--- src/rtl/cronometro_pkg.sv ---
// Shared definitions for the stopwatch/clock BCD time fields.
//   state_t     : FSM encodings reported on the field's state output
//   bcd_t       : one BCD digit
//   mod_legal   : true when a field modulus lies in 2..100
//   bcd_add_mod : adds a constant step to a two-digit BCD value modulo a
//                 modulus, working digit by digit in BCD
package cronometro_pkg;

  typedef enum logic [1:0] {
    ST_IDLE = 2'b00,
    ST_RUN  = 2'b01,
    ST_ADJ  = 2'b10
  } state_t;

  typedef logic [3:0] bcd_t;

  function automatic bit mod_legal(input int m);
    return (m >= 2) && (m <= 100);
  endfunction

  // Both the value and the step stay below the modulus, so the raw sum never
  // exceeds 2*modulus-2 (at most 198).
  // A single conditional BCD subtraction of the modulus is therefore enough.
  // The tens digit needs 5 bits only while the sum is still unreduced.
  function automatic logic [7:0] bcd_add_mod(input bcd_t tens, input bcd_t units,
                                             input int step, input int modulus);
    logic [4:0] su;
    logic [4:0] st;
    logic [4:0] mu;
    logic [4:0] mt;
    logic [4:0] us;
    logic [4:0] ts;
    logic       c;
    su = 5'(step % 10);
    st = 5'(step / 10);
    mu = 5'(modulus % 10);
    mt = 5'(modulus / 10);
    us = {1'b0, units} + su;
    c  = 1'b0;
    if (us > 5'd9) begin
      us = us - 5'd10;
      c  = 1'b1;
    end
    ts = {1'b0, tens} + st + {4'd0, c};
    if ((ts > mt) || ((ts == mt) && (us >= mu))) begin
      if (us < mu) begin
        us = us + 5'd10 - mu;
        ts = ts - mt - 5'd1;
      end else begin
        us = us - mu;
        ts = ts - mt;
      end
    end
    return {ts[3:0], us[3:0]};
  endfunction

endpackage

--- src/rtl/cronometro_campo_bcd_buton_tekrar.sv ---
// Adjust-button conditioner: rising-edge detect plus an auto-repeat hold counter.
//   clk, rst : clock and synchronous active-high reset
//   enable   : high while the field is in ADJ; low clears the hold counter
//   btn      : synchronised raw button level
//   cin      : field tick; the hold counter counts these pulses
//   step     : one-cycle pulse requesting a step (edge or repeat)
//   rpt      : qualifies step as an auto-repeat step rather than the first press
module buton_tekrar #(
  parameter int REPEAT_DLY = 8
) (
  input  logic clk,
  input  logic rst,
  input  logic enable,
  input  logic btn,
  input  logic cin,
  output logic step,
  output logic rpt
);

  localparam int  CW     = (REPEAT_DLY < 1) ? 1 : $clog2(REPEAT_DLY + 1);
  localparam bit  RPT_ON = (REPEAT_DLY > 0);
  localparam int  THR    = RPT_ON ? REPEAT_DLY - 1 : 0;

  logic          prev;
  logic [CW-1:0] hold_cnt;
  logic          rise;
  logic          held;

  assign rise = btn & ~prev;
  assign held = btn & prev;

  // The edge detector keeps tracking the button outside ADJ, so a button
  // already held when ADJ is entered does not produce a spurious step.
  // The hold counter restarts at the press and saturates at REPEAT_DLY.
  always_ff @(posedge clk) begin
    if (rst) begin
      prev     <= 1'b0;
      hold_cnt <= '0;
    end else begin
      prev <= btn;
      if (!enable || !btn || rise) begin
        hold_cnt <= '0;
      end else if (cin && (hold_cnt < CW'(REPEAT_DLY))) begin
        hold_cnt <= hold_cnt + 1'b1;
      end
    end
  end

  // The pulse that brings the counter up to REPEAT_DLY is itself the first
  // repeat step, hence the comparison against REPEAT_DLY-1.
  assign rpt  = RPT_ON && enable && held && cin && (hold_cnt >= CW'(THR));
  assign step = (enable & rise) | rpt;

endmodule

--- src/rtl/cronometro_campo_bcd.sv ---
// One BCD time field (seconds, minutes or hours digit pair) with run/stop/adjust.
//   clk, rst   : clock and synchronous active-high reset
//   cin        : count tick (prescaler or previous field's carry)
//   start_stop : pulse toggling IDLE/RUN
//   clr        : level, clears the value without changing state
//   adj_mode   : level, requests ADJ from IDLE; dropping it leaves ADJ
//   inc, dec   : adjust buttons, already synchronised
//   units,tens : BCD value, always below MOD
//   carry      : one-cycle pulse after a wrap while running
//   state      : current FSM state for the display blink logic
module cronometro_campo_bcd
  import cronometro_pkg::*;
#(
  parameter int MOD        = 60,
  parameter int REPEAT_DLY = 8,
  parameter int STEP_RPT   = 1
) (
  input  logic       clk,
  input  logic       rst,
  input  logic       cin,
  input  logic       start_stop,
  input  logic       clr,
  input  logic       adj_mode,
  input  logic       inc,
  input  logic       dec,
  output logic [3:0] units,
  output logic [3:0] tens,
  output logic       carry,
  output logic [1:0] state
);

  if (!mod_legal(MOD) || (STEP_RPT < 1) || (STEP_RPT > MOD - 1)) begin : g_param_check
    $error("cronometro_campo_bcd: MOD must be 2..100 and STEP_RPT 1..MOD-1");
  end

  localparam bcd_t MAX_T = bcd_t'((MOD - 1) / 10);
  localparam bcd_t MAX_U = bcd_t'((MOD - 1) % 10);

  state_t     cur;
  state_t     nxt;
  logic       in_adj;
  logic       inc_step;
  logic       inc_rpt;
  logic       dec_step;
  logic       dec_rpt;
  logic [7:0] inc_val;
  logic [7:0] dec_val;
  logic [7:0] val_nxt;
  logic       carry_nxt;

  assign in_adj = (cur == ST_ADJ);
  assign state  = cur;

  buton_tekrar #(.REPEAT_DLY(REPEAT_DLY)) u_inc (
    .clk(clk), .rst(rst), .enable(in_adj), .btn(inc), .cin(cin),
    .step(inc_step), .rpt(inc_rpt)
  );

  buton_tekrar #(.REPEAT_DLY(REPEAT_DLY)) u_dec (
    .clk(clk), .rst(rst), .enable(in_adj), .btn(dec), .cin(cin),
    .step(dec_step), .rpt(dec_rpt)
  );

  // Down-stepping is a modular add of the complement, so one adder serves both.
  assign inc_val = inc_rpt ? bcd_add_mod(tens, units, STEP_RPT, MOD)
                           : bcd_add_mod(tens, units, 1, MOD);
  assign dec_val = dec_rpt ? bcd_add_mod(tens, units, MOD - STEP_RPT, MOD)
                           : bcd_add_mod(tens, units, MOD - 1, MOD);

  // State register.
  always_ff @(posedge clk) begin
    if (rst) cur <= ST_IDLE;
    else     cur <= nxt;
  end

  // Next state. The unused encoding 11 falls back to IDLE.
  always_comb begin
    nxt = cur;
    case (cur)
      ST_IDLE: begin
        if (start_stop)    nxt = ST_RUN;
        else if (adj_mode) nxt = ST_ADJ;
      end
      ST_RUN: if (start_stop) nxt = ST_IDLE;
      ST_ADJ: if (!adj_mode)  nxt = ST_IDLE;
      default: nxt = ST_IDLE;
    endcase
  end

  // Value update uses the state before any transition in this cycle.
  // A step with the other button held is suppressed, which also covers
  // simultaneous presses.
  always_comb begin
    val_nxt   = {tens, units};
    carry_nxt = 1'b0;
    if (clr) begin
      val_nxt = 8'h00;
    end else if ((cur == ST_RUN) && cin) begin
      val_nxt   = bcd_add_mod(tens, units, 1, MOD);
      carry_nxt = (tens == MAX_T) && (units == MAX_U);
    end else if (in_adj) begin
      if (inc_step && !dec)      val_nxt = inc_val;
      else if (dec_step && !inc) val_nxt = dec_val;
    end
  end

  // Datapath registers.
  always_ff @(posedge clk) begin
    if (rst) begin
      units <= 4'd0;
      tens  <= 4'd0;
      carry <= 1'b0;
    end else begin
      tens  <= val_nxt[7:4];
      units <= val_nxt[3:0];
      carry <= carry_nxt;
    end
  end

endmodule

--- config.mk ---
export PLATFORM = sky130hd
export DESIGN_NAME = cronometro_campo_bcd
export DESIGN_NICKNAME = d
export VERILOG_FILES = /design/src/rtl/cronometro_pkg.sv /design/src/rtl/cronometro_campo_bcd_buton_tekrar.sv /design/src/rtl/cronometro_campo_bcd.sv
export SDC_FILE = /design/constraint.sdc
export NUM_CORES = 1
export LEC_CHECK = 0
export CAP_MARGIN = 5
export CORE_MARGIN = 2
export CORE_UTILIZATION = 40
export DETAILED_ROUTE_END_ITERATION = 10
export PLACE_DENSITY = 0.71
export SYNTH_ARGS = -nofsm -noshare
export SYNTH_HDL_FRONTEND = slang
export SYNTH_HIERARCHICAL = 1
export SYNTH_SLANG_ARGS = --single-unit
--- constraint.sdc ---
create_clock -name clk -period 5.7 [get_ports clk]
set_input_delay 1.14 -clock clk [delete_from_list [all_inputs] [get_ports clk]]
set_output_delay 1.14 -clock clk [all_outputs]
set_load 0.02 [all_outputs]
# After elaboration in Yosys (flattened, before gate mapping)
# Cells that the tools add are included.
[word_totals]
inputBits = 8
out_inout_bits = 11
elab_cells = 126
ff_bits = 21
[classes]
bitwise = 11
n_reduce_logical = 34
order_cmp = 15
muxes = 29
addsub = 19
eq_ne = 10
[ops]
columns = ["operator", "n"]
rows = [
  ["4-bit 2-to-1 mux", 12],
  ["8-bit 2-to-1 mux", 4],
  ["5-bit 2-to-1 mux", 4],
  ["5-bit by 3-bit equality test with 1-bit output, second input constant", 3],
  ["5-bit by 1-bit greater-or-equal comparator with 1-bit output, second input constant", 3],
  ["5-bit by 3-bit greater-than comparator with 1-bit output, second input constant", 3],
  ["1-bit logical AND", 15],
  ["5-bit by 1-bit < comparator with 1-bit output, second input constant", 3],
  ["4-bit adder, second input constant", 3],
  ["4-bit by 1-bit subtractor with 4-bit output, second input constant", 3],
  ["4-bit by 3-bit subtractor with 4-bit output, second input constant", 3],
  ["4-bit by 1-bit adder with 5-bit output", 2],
  ["5-bit by 4-bit greater-than comparator with 1-bit output, second input constant", 2],
  ["5-bit by 4-bit subtractor with 5-bit output, second input constant", 2],
  ["4-bit by 1-bit adder with 4-bit output, second input constant", 2],
  ["4-bit by 3-bit greater-or-equal comparator with 1-bit output, second input constant", 2],
  ["4-bit < comparator, second input constant", 2],
  ["2-bit 2-to-1 mux", 4],
  ["1-bit logical OR", 7],
  ["1-bit AND", 6],
  ["2-bit case mux with 3 select lines", 1],
  ["2-bit OR reduction", 3],
  ["4-bit by 1-bit adder with 5-bit output, second input constant", 1],
  ["4-bit by 3-bit adder with 5-bit output, second input constant", 1],
  ["18 further kinds", 27],
]

# Logic depth before layout (Yosys ltp)
# Gate-level depths: netlist (run 1).
[logic_depth]
depth_word = 12
ltp_mapped = 19
depth_no_buf = 18

# Cells and area by module
# Netlist (run 1), hierarchy kept.
[modules_own_cells]
columns = ["mod", "seq_area_each_um2", "instances", "area_each_um2", "cells_per_inst"]
rows = [
  ["cronometro_campo_bcd", 220.2, 1, 1338.8, 165],
  ["buton_tekrar", 100.1, 2, 234.0, 24],
]

# Least setup slack after synthesis (run 1)
# OpenSTA, ideal clock, no wires.
[synth_timing]
path_type = "flip-flop to flip-flop"
start = "register units[1]"
end = "register tens[2]"
stages_incl_launch_ff = 19
setup_slack_ns = 2.093
arrival_ns = 3.481
path_buffers = 1
required_time_ns = 5.574
path_cell_list = "dfxtp_1 -> ha_1 -> buf_6 -> xnor2_1 -> ha_1 -> nand4b_1 -> o221ai_1 -> nor2_1 -> a21oi_1 -> a22o_1 -> ha_1 -> ha_1 -> xor2_1 -> ha_1 -> a311o_1 -> nand2_1 -> o311ai_1 -> a2bb2oi_1 -> a21oi_1"
[synth_between]
elab_chain_cells = 12
word_cells_on_any_way = 51
classes_between = "add/sub (13); order compare (11); eq/ne (3); mux (18); reduce/logical (6)"
[synth_rtl]
columns = ["element", "line_no", "source"]
rows = [
  ["start: declaration", "cronometro_campo_bcd.sv:26", "output logic [3:0] units,"],
  ["start signal: assignment", "cronometro_campo_bcd.sv:115", "units <= val_nxt[3:0];"],
  ["4-bit by 4-bit adder with 5-bit output", "cronometro_pkg.sv:38", "us = {1'b0, units} + su;"],
  ["5-bit by 4-bit greater-than comparator with 1-bit output", "cronometro_pkg.sv:40", "if (us > 5'd9) begin"],
  ["1-bit 2-to-1 mux", "cronometro_pkg.sv:40", ""],
  ["5-bit by 1-bit adder with 5-bit output", "cronometro_pkg.sv:44", "ts = {1'b0, tens} + st + {4'd0, c};"],
  ["4-bit by 3-bit subtractor with 4-bit output / 5-bit by 3-bit equality test with 1-bit output (equally long branches)", "cronometro_pkg.sv:48, cronometro_pkg.sv:51, cronometro_pkg.sv:45", ""],
  ["4-bit by 1-bit subtractor with 4-bit output / 1-bit logical AND (equally long branches)", "cronometro_pkg.sv:48, cronometro_pkg.sv:45", ""],
  ["4-bit 2-to-1 mux / 1-bit logical OR (equally long branches)", "cronometro_pkg.sv:46, cronometro_pkg.sv:45", ""],
  ["4-bit 2-to-1 mux", "cronometro_pkg.sv:45", "if ((ts > mt) || ((ts == mt) && (us >= mu))) begin"],
  ["8-bit 2-to-1 mux", "cronometro_campo_bcd.sv:103", "else if (dec_step && !inc) val_nxt = dec_val;"],
  ["8-bit 2-to-1 mux", "cronometro_campo_bcd.sv:102", "if (inc_step && !dec) val_nxt = inc_val;"],
  ["8-bit 2-to-1 mux", "cronometro_campo_bcd.sv:101", "end else if (in_adj) begin"],
  ["8-bit 2-to-1 mux (*)", "cronometro_campo_bcd.sv:98", "end else if ((cur == ST_RUN) && cin) begin"],
  ["end signal: assignment", "cronometro_campo_bcd.sv:114", "tens <= val_nxt[7:4];"],
  ["end: declaration", "cronometro_campo_bcd.sv:27", "output logic [3:0] tens,"],
]
# Mark *: on every way between the ends. The rest lies on a longest branch, timed or not. The select of a mux whose other input is x is not followed.
# A chain may end at the register's enable or synchronous reset.

# Worst setup path in the final report (run 1)
[layout_timing]
start = "register units[0]"
end = "register tens[2]"
# Same word-level chain as after synthesis.

==> summary.txt, run 1 <==
Status - completed
Synth Instances - 211
CP delay by family, top - adder cells
R2R Path End - tens[2]
Chip Height - 71.1 um
# diodes - 0
DIE AREA - 5050 um^2
Starting density of the core - 41.3%
Period utilization - 74.2%
Initial DRC count - 211
Setup Fix Bufs, Post-CTS - 0
Most frequent cells in the layout - 21 x dfxtp_1, 18 x clkdlybuf4s50_1, 14 x nor2_1
Clock sink count - 21
DR vias - 1653
Pin count of the biggest net entering global routing - 17
WP data required - 5850 ps
Worst-path fanout max - 12
Hold_buf cts - 0
Htree depth - 1
Yosys warnings - 6
Max_slew headroom - 62.0%
Dpl ws - 1590 ps
Routed wire length per instance - 14.5 um
Core ar. - 4350 um^2
Layout net count - 248
Fillers - 422
Min cycle time layout - 4230 ps
CTS max path bufs - 2
Gr usage total - 16.6%
Worst setup margin - 1470 ps
Port Buffers - 18
Hold Crit Class - reg -> reg
Setup crit end kind - flip-flop
Boundary pin count - 19
Hpwl dp - 2920 um
Rows - 24
Crit path top cell by count - ha_1
Initial antenna violation count - 0
PostCTS Resize Cnt - 0
Power Dens Cells - 146 nW/um^2
Post-Route WL - 4040 um
WS Path Type - reg -> reg
Max incr delay on CP - 560 ps
Static Leak - 0.744 nW
Mean Syn Cell Area - 8.53 um^2
Root cell of the clock tree - clkbuf_8
Clock latency on the worst-skew pair - 260 ps
Initial DRT Pass Iterations - 5
Worst slew pin tran - 567 ps
Most common cell after layout, fill and taps aside - dfxtp_1
GPL Wtd Cong - 0.886
Crit-path slowest cell - dfxtp_1
Post-Synthesis Cell Area - 1800 um^2
Layout cells sized above 1 - 11.5%
Max-cap violations - 0
Crit path to - tens[2]
Peak VDD IR - 0.0915 mV
First-pass GRT wire length - 7000 um
Area Overhead vs Synth - 13.2%
Reg2Reg Depth - 17
Fin. max-slew vios - 0
Stages on worst setup path - 17
Post-Syn Nets - 231
Final hold vios - 0
Crit path arrival time - 4370 ps
CP Launch Point - units[0]
Final setup vio count - 0
Chip width - 71.1 um
Setup tns final - 0 ps
ANT nets after route - 0
R2R Path Start - units[0]
Average vias per placed instance - 5.92
R2R setup slack - 1470 ps
Crit-path cells - ha_1 > xnor2_1 > ha_1 > nand4b_1 > o221ai_1 > nor2_1 > a21oi_1 > a22o_1 > ha_1 > ha_1 > xor2_1 > ha_1 > a311o_1 > nand2_1 > o311ai_1 > a2bb2oi_1 > a21oi_1
Max frequency - 237 MHz
Buffers plus inverters on the worst setup path - 0
TritonCTS clock tree - built
Number of global-route vias before repair - 1516
CP startpoint kind - flip-flop
Clock Skews - 6.77 ps
Unrepaired setup endpoints after global routing - no
CTS Buf Count - 3
Grt ovf - 0
Power consumption - 0.298 mW
Residual DRC count - 0
Reg clk slew, reported paths - 90 ps
## per-stage QoR
stage | instances | utilization (%) | hold slack, ps | area (um^2)
2_1_floorplan | 211 | - | 487 | 1800
3_3_place_gp | 275 | 45.7 | 493 | 1990
3_5_place_dp | 275 | 45.7 | 497 | 1990
4_1_cts | 279 | 46.8 | 516 | 2040
5_1_grt | 279 | 46.8 | 547 | 2040
6_report | 279 | 46.8 | 508 | 2040
## how the worst min path moves through the flow
| stage | from | end | slack (ps) | cells past startpoint |
|---|---|---|---|---|
| 6_report | state[1] | state[0] | 510 | 1 |
| 3_3_place_gp | state[1] | state[0] | 490 | 1 |
| 5_1_grt | state[1] | state[0] | 550 | 1 |
| 2_1_floorplan | u_dec/hold_cnt[1] | u_dec/hold_cnt[1] | 490 | 2 |
| 3_5_place_dp | state[1] | state[0] | 500 | 1 |
| 4_1_cts | state[1] | state[0] | 520 | 1 |
## where the power goes
| group | internal, mW | leakage (nW) | switching [mW] | total (mW) |
|---|---|---|---|---|
| Sequential | 0.149 | 0.170 | 0.00331 | 0.152 |
| Combinational | 0.0203 | 0.548 | 0.0247 | 0.0451 |
| Clock | 0.0488 | 0.0255 | 0.0522 | 0.101 |
## worst register-to-register path: cells and delay by family (launching register included)
| family | cells | cell delay [ps] |
|---|---|---|
| DFF | 1 | 560 |
| AOI/OAI and AO/OA | 7 | 1360 |
| xor gates and xnor gates | 2 | 280 |
| adders and majority gates | 5 | 1490 |
| and+or+nand+nor | 3 | 410 |
## layer usage
metal  part of all wire (%)  wire length, um  vias up  track usage (%)
li1                       -                -      823                -
met2                     46             1870       47             27.1
met4                   0.99               40        0             4.40
met1                     49             1970      779             23.3
met3                    4.1              166        4             1.71
met5                      0                0        -                0
## state kept, by name (all words and copies together), names as in the netlist
| register | flops |
|---|---|
| carry | 1 |
| tens | 4 |
| u_inc/hold_cnt | 4 |
| units | 4 |
| u_inc/prev | 1 |
| u_dec/hold_cnt | 4 |
| u_dec/prev | 1 |
| state | 2 |
## area by class of cell
type | count | area, um^2 | area share (%)
clock buffer | 3 | 41.3 | 2.03
clock inverter | 1 | 5.00 | 0.246
inverter | 9 | 33.8 | 1.66
multi-input combinational | 175 | 1290 | 63.4
sequential | 21 | 420 | 20.6
tap | 52 | 65.1 | 3.19
timing repair buffer | 18 | 180 | 8.85
(Power assumes the default switching activity.)
==> run 2: changes to the inputs <==
--- a/config.mk
+++ b/config.mk
@@ -9,7 +9,7 @@
 export CORE_MARGIN = 2
 export CORE_UTILIZATION = 40
 export DETAILED_ROUTE_END_ITERATION = 10
-export PLACE_DENSITY = 0.71
+export PLACE_DENSITY = 0.73
 export SYNTH_ARGS = -nofsm -noshare
 export SYNTH_HDL_FRONTEND = slang
 export SYNTH_HIERARCHICAL = 1
==> constraint.sdc (replaced) <==
create_clock -name clk -period 3.5 [get_ports clk]
set_input_delay 0.7 -clock clk [delete_from_list [all_inputs] [get_ports clk]]
set_output_delay 0.7 -clock clk [all_outputs]
set_load 0.02 [all_outputs]
==> run 2 against run 1 <==
Hold slack better by 3.9 ps; setup slack worse by 1300 ps; wire length is 4.0% higher; highest routed layer unchanged; global-route usage is 0.40 points lower; first-iteration DRC count is 47% lower; critical path depth stayed put; via count is 3.1% higher; critical path type unchanged; register-to-register slack worse by 1300 ps; sequential cell count stayed put; clock skew is 3.8 ps higher; maximum frequency is 26% higher; total power is 63% higher.
==> summary.txt, run 2 (synthesized netlist as in run 1, its figures left out) <==
Status - completed
Final hold vios - 0 (unchanged)
Hold depth - 1 (unchanged)
Hold Path End - state[0]
Crit-path slowest cell - dfxtp_4
Hpwl dp - 3040 um (+4.1%)
Chip width - 71.1 um (unchanged)
Boundary pin count - 19 (unchanged)
Min cycle time layout - 3350 ps (-882 ps)
Routed wire length per instance - 14.4 um (-0.62%)
Worst-path fanout max - 8 (-4)
Pin count of the biggest net entering global routing - 16 (-1)
Initial DRT Pass Iterations - 4 (-1)
First-pass GRT wire length - 6780 um (-3.1%)
WS Path Type - reg -> reg
Reg2Reg Depth - 17 (unchanged)
Static Leak - 0.808 nW (+8.7%)
Clock Skews - 10.6 ps (+3.84 ps)
Reg clk slew, reported paths - 90 ps (about the same)
Most frequent cells in the layout - 19 x dfxtp_1, 18 x clkdlybuf4s50_1, 13 x nor2_1, 13 x buf_4
R2R Path Start - units[1]
Grt ovf - 0 (unchanged)
Stages on worst setup path - 17 (unchanged)
Hold Crit Class - reg -> reg
Crit-path cells - inv_1 > ha_1 > inv_1 > ha_2 > buf_4 > nand2_1 > a21o_2 > a21oi_2 > ha_2 > inv_1 > ha_1 > xnor2_1 > ha_2 > nor3_1 > a2bb2oi_2 > a211oi_1 > o41ai_2
Gr usage total - 16.2% (-0.40 points)
Crit path arrival time - 3530 ps (-840 ps)
Rows - 24 (unchanged)
R2R Path End - tens[3]
Post-Route WL - 4200 um (+4.0%)
Layout net count - 261 (+5.2%)
Setup crit end kind - flip-flop
Peak VDD IR - 0.172 mV (+88%)
Period utilization - 95.6% (+21 points)
R2R setup slack - 150 ps (-1320 ps)
Buffers plus inverters on the worst setup path - 4 (+4)
WP data required - 3680 ps (-2170 ps)
TritonCTS clock tree - built
DIE AREA - 5050 um^2 (unchanged)
Port Buffers - 18 (unchanged)
DR vias - 1704 (+3.1%)
Average vias per placed instance - 5.84 (-1.5%)
Max-cap violations - 0 (unchanged)
Chip Height - 71.1 um (unchanged)
CTS Buf Count - 3 (unchanged)
Worst slew pin tran - 571 ps (+3.32 ps)
Clock latency on the worst-skew pair - 270 ps (about the same)
# diodes - 0 (unchanged)
Area Overhead vs Synth - 21.8%
Initial DRC count - 111 (-47%)
Max frequency - 299 MHz (+26%)
CP startpoint kind - flip-flop
Final setup vio count - 0 (unchanged)
CP delay by family, top - adder cells
Residual DRC count - 0 (unchanged)
Number of global-route vias before repair - 1473 (-2.8%)
Hold_buf cts - 0 (unchanged)
GPL Wtd Cong - 0.916 (+3.3%)
Root cell of the clock tree - clkbuf_8
CTS max path bufs - 2 (unchanged)
Fillers - 419 (-0.71%)
Clock sink count - 21 (unchanged)
Layout cells sized above 1 - 21.7% (+10 points)
Initial antenna violation count - 0 (unchanged)
Max incr delay on CP - 390 ps (-170 ps)
Htree depth - 1 (unchanged)
Power consumption - 0.485 mW (+63%)
Fin. max-slew vios - 0 (unchanged)
Hold_sp - state[1]
Power Dens Cells - 221 nW/um^2 (+51%)
Starting density of the core - 41.3% (unchanged)
Setup tns final - 0 ps (unchanged)
Most common cell after layout, fill and taps aside - dfxtp_1
Max_slew headroom - 61.8% (-0.22 points)
ANT nets after route - 0 (unchanged)
Core ar. - 4350 um^2 (unchanged)
run 2: cell types whose count changed in the layout (fill, tap and decap cells not counted), moves of 2 or more:
cell / before / now
ha_2: 0 / 5
buf_4: 0 / 13
dfxtp_1: 21 / 19
ha_1: 12 / 7
dfxtp_4: 0 / 2
run 2: layout make-up:
cell class	count	area, um^2	share of cell area (%)
multi-input combinational	175	1340	61.2
sequential	21	428	19.5
timing repair buffer	31	278	12.7
tap	52	65.1	2.97
clock buffer	3	41.3	1.88
inverter	9	33.8	1.54
clock inverter	1	5.00	0.228
run 2: worst register-to-register path, stage by stage, from the launching register on:
cell	delay [ps]
dfxtp_4	390
inv_1	60
ha_1	300
inv_1	70
ha_2	200
buf_4	140
nand2_1	70
a21o_2	240
a21oi_2	130
ha_2	200
inv_1	40
ha_1	230
xnor2_1	150
ha_2	240
nor3_1	260
a2bb2oi_2	170
a211oi_1	70
o41ai_2	280
run 2: metal layers:
layer | vias to the layer above | track usage, % | part of all wire, %
met2 | 41 | 24.8 | 47
met1 | 812 | 23.4 | 49
li1 | 849 | - | -
met3 | 2 | 1.99 | 3.7
met5 | - | 0 | 0
met4 | 0 | 5.45 | 0.24
run 2: metrics by stage:
stage	cell area, um^2	std cells	util [%]	setup WS [ps]	hold slack, ps
3_5_place_dp	2080	286	47.7	-13.5	497
6_report	2190	292	50.3	155	512
2_1_floorplan	1800	211	-	31.6	487
3_3_place_gp	2080	286	47.7	47.0	495
4_1_cts	2130	290	48.9	20.1	514
5_1_grt	2190	292	50.3	-9.48	557
run 2: power breakdown:
group	internal (mW)	switching, mW
sequential	0.241	0.00518
combinational	0.0351	0.0408
clock	0.0794	0.0834
run 2: how the worst max path moves through the flow:
stage                  start  endpoint
floorplan           units[0]   tens[2]
finish              units[1]   tens[3]
detailed placement  units[1]   tens[3]
CTS                 units[1]   tens[3]
global placement    units[1]   tens[3]
global route        units[1]   tens[3]
run 2: what timing repair did:
item,in CTS,in global routing
buffers inserted,0,2
endpoints found under the setup margin,1,3
cloned,0,0
pin swaps,0,2
resized for setup,1,13
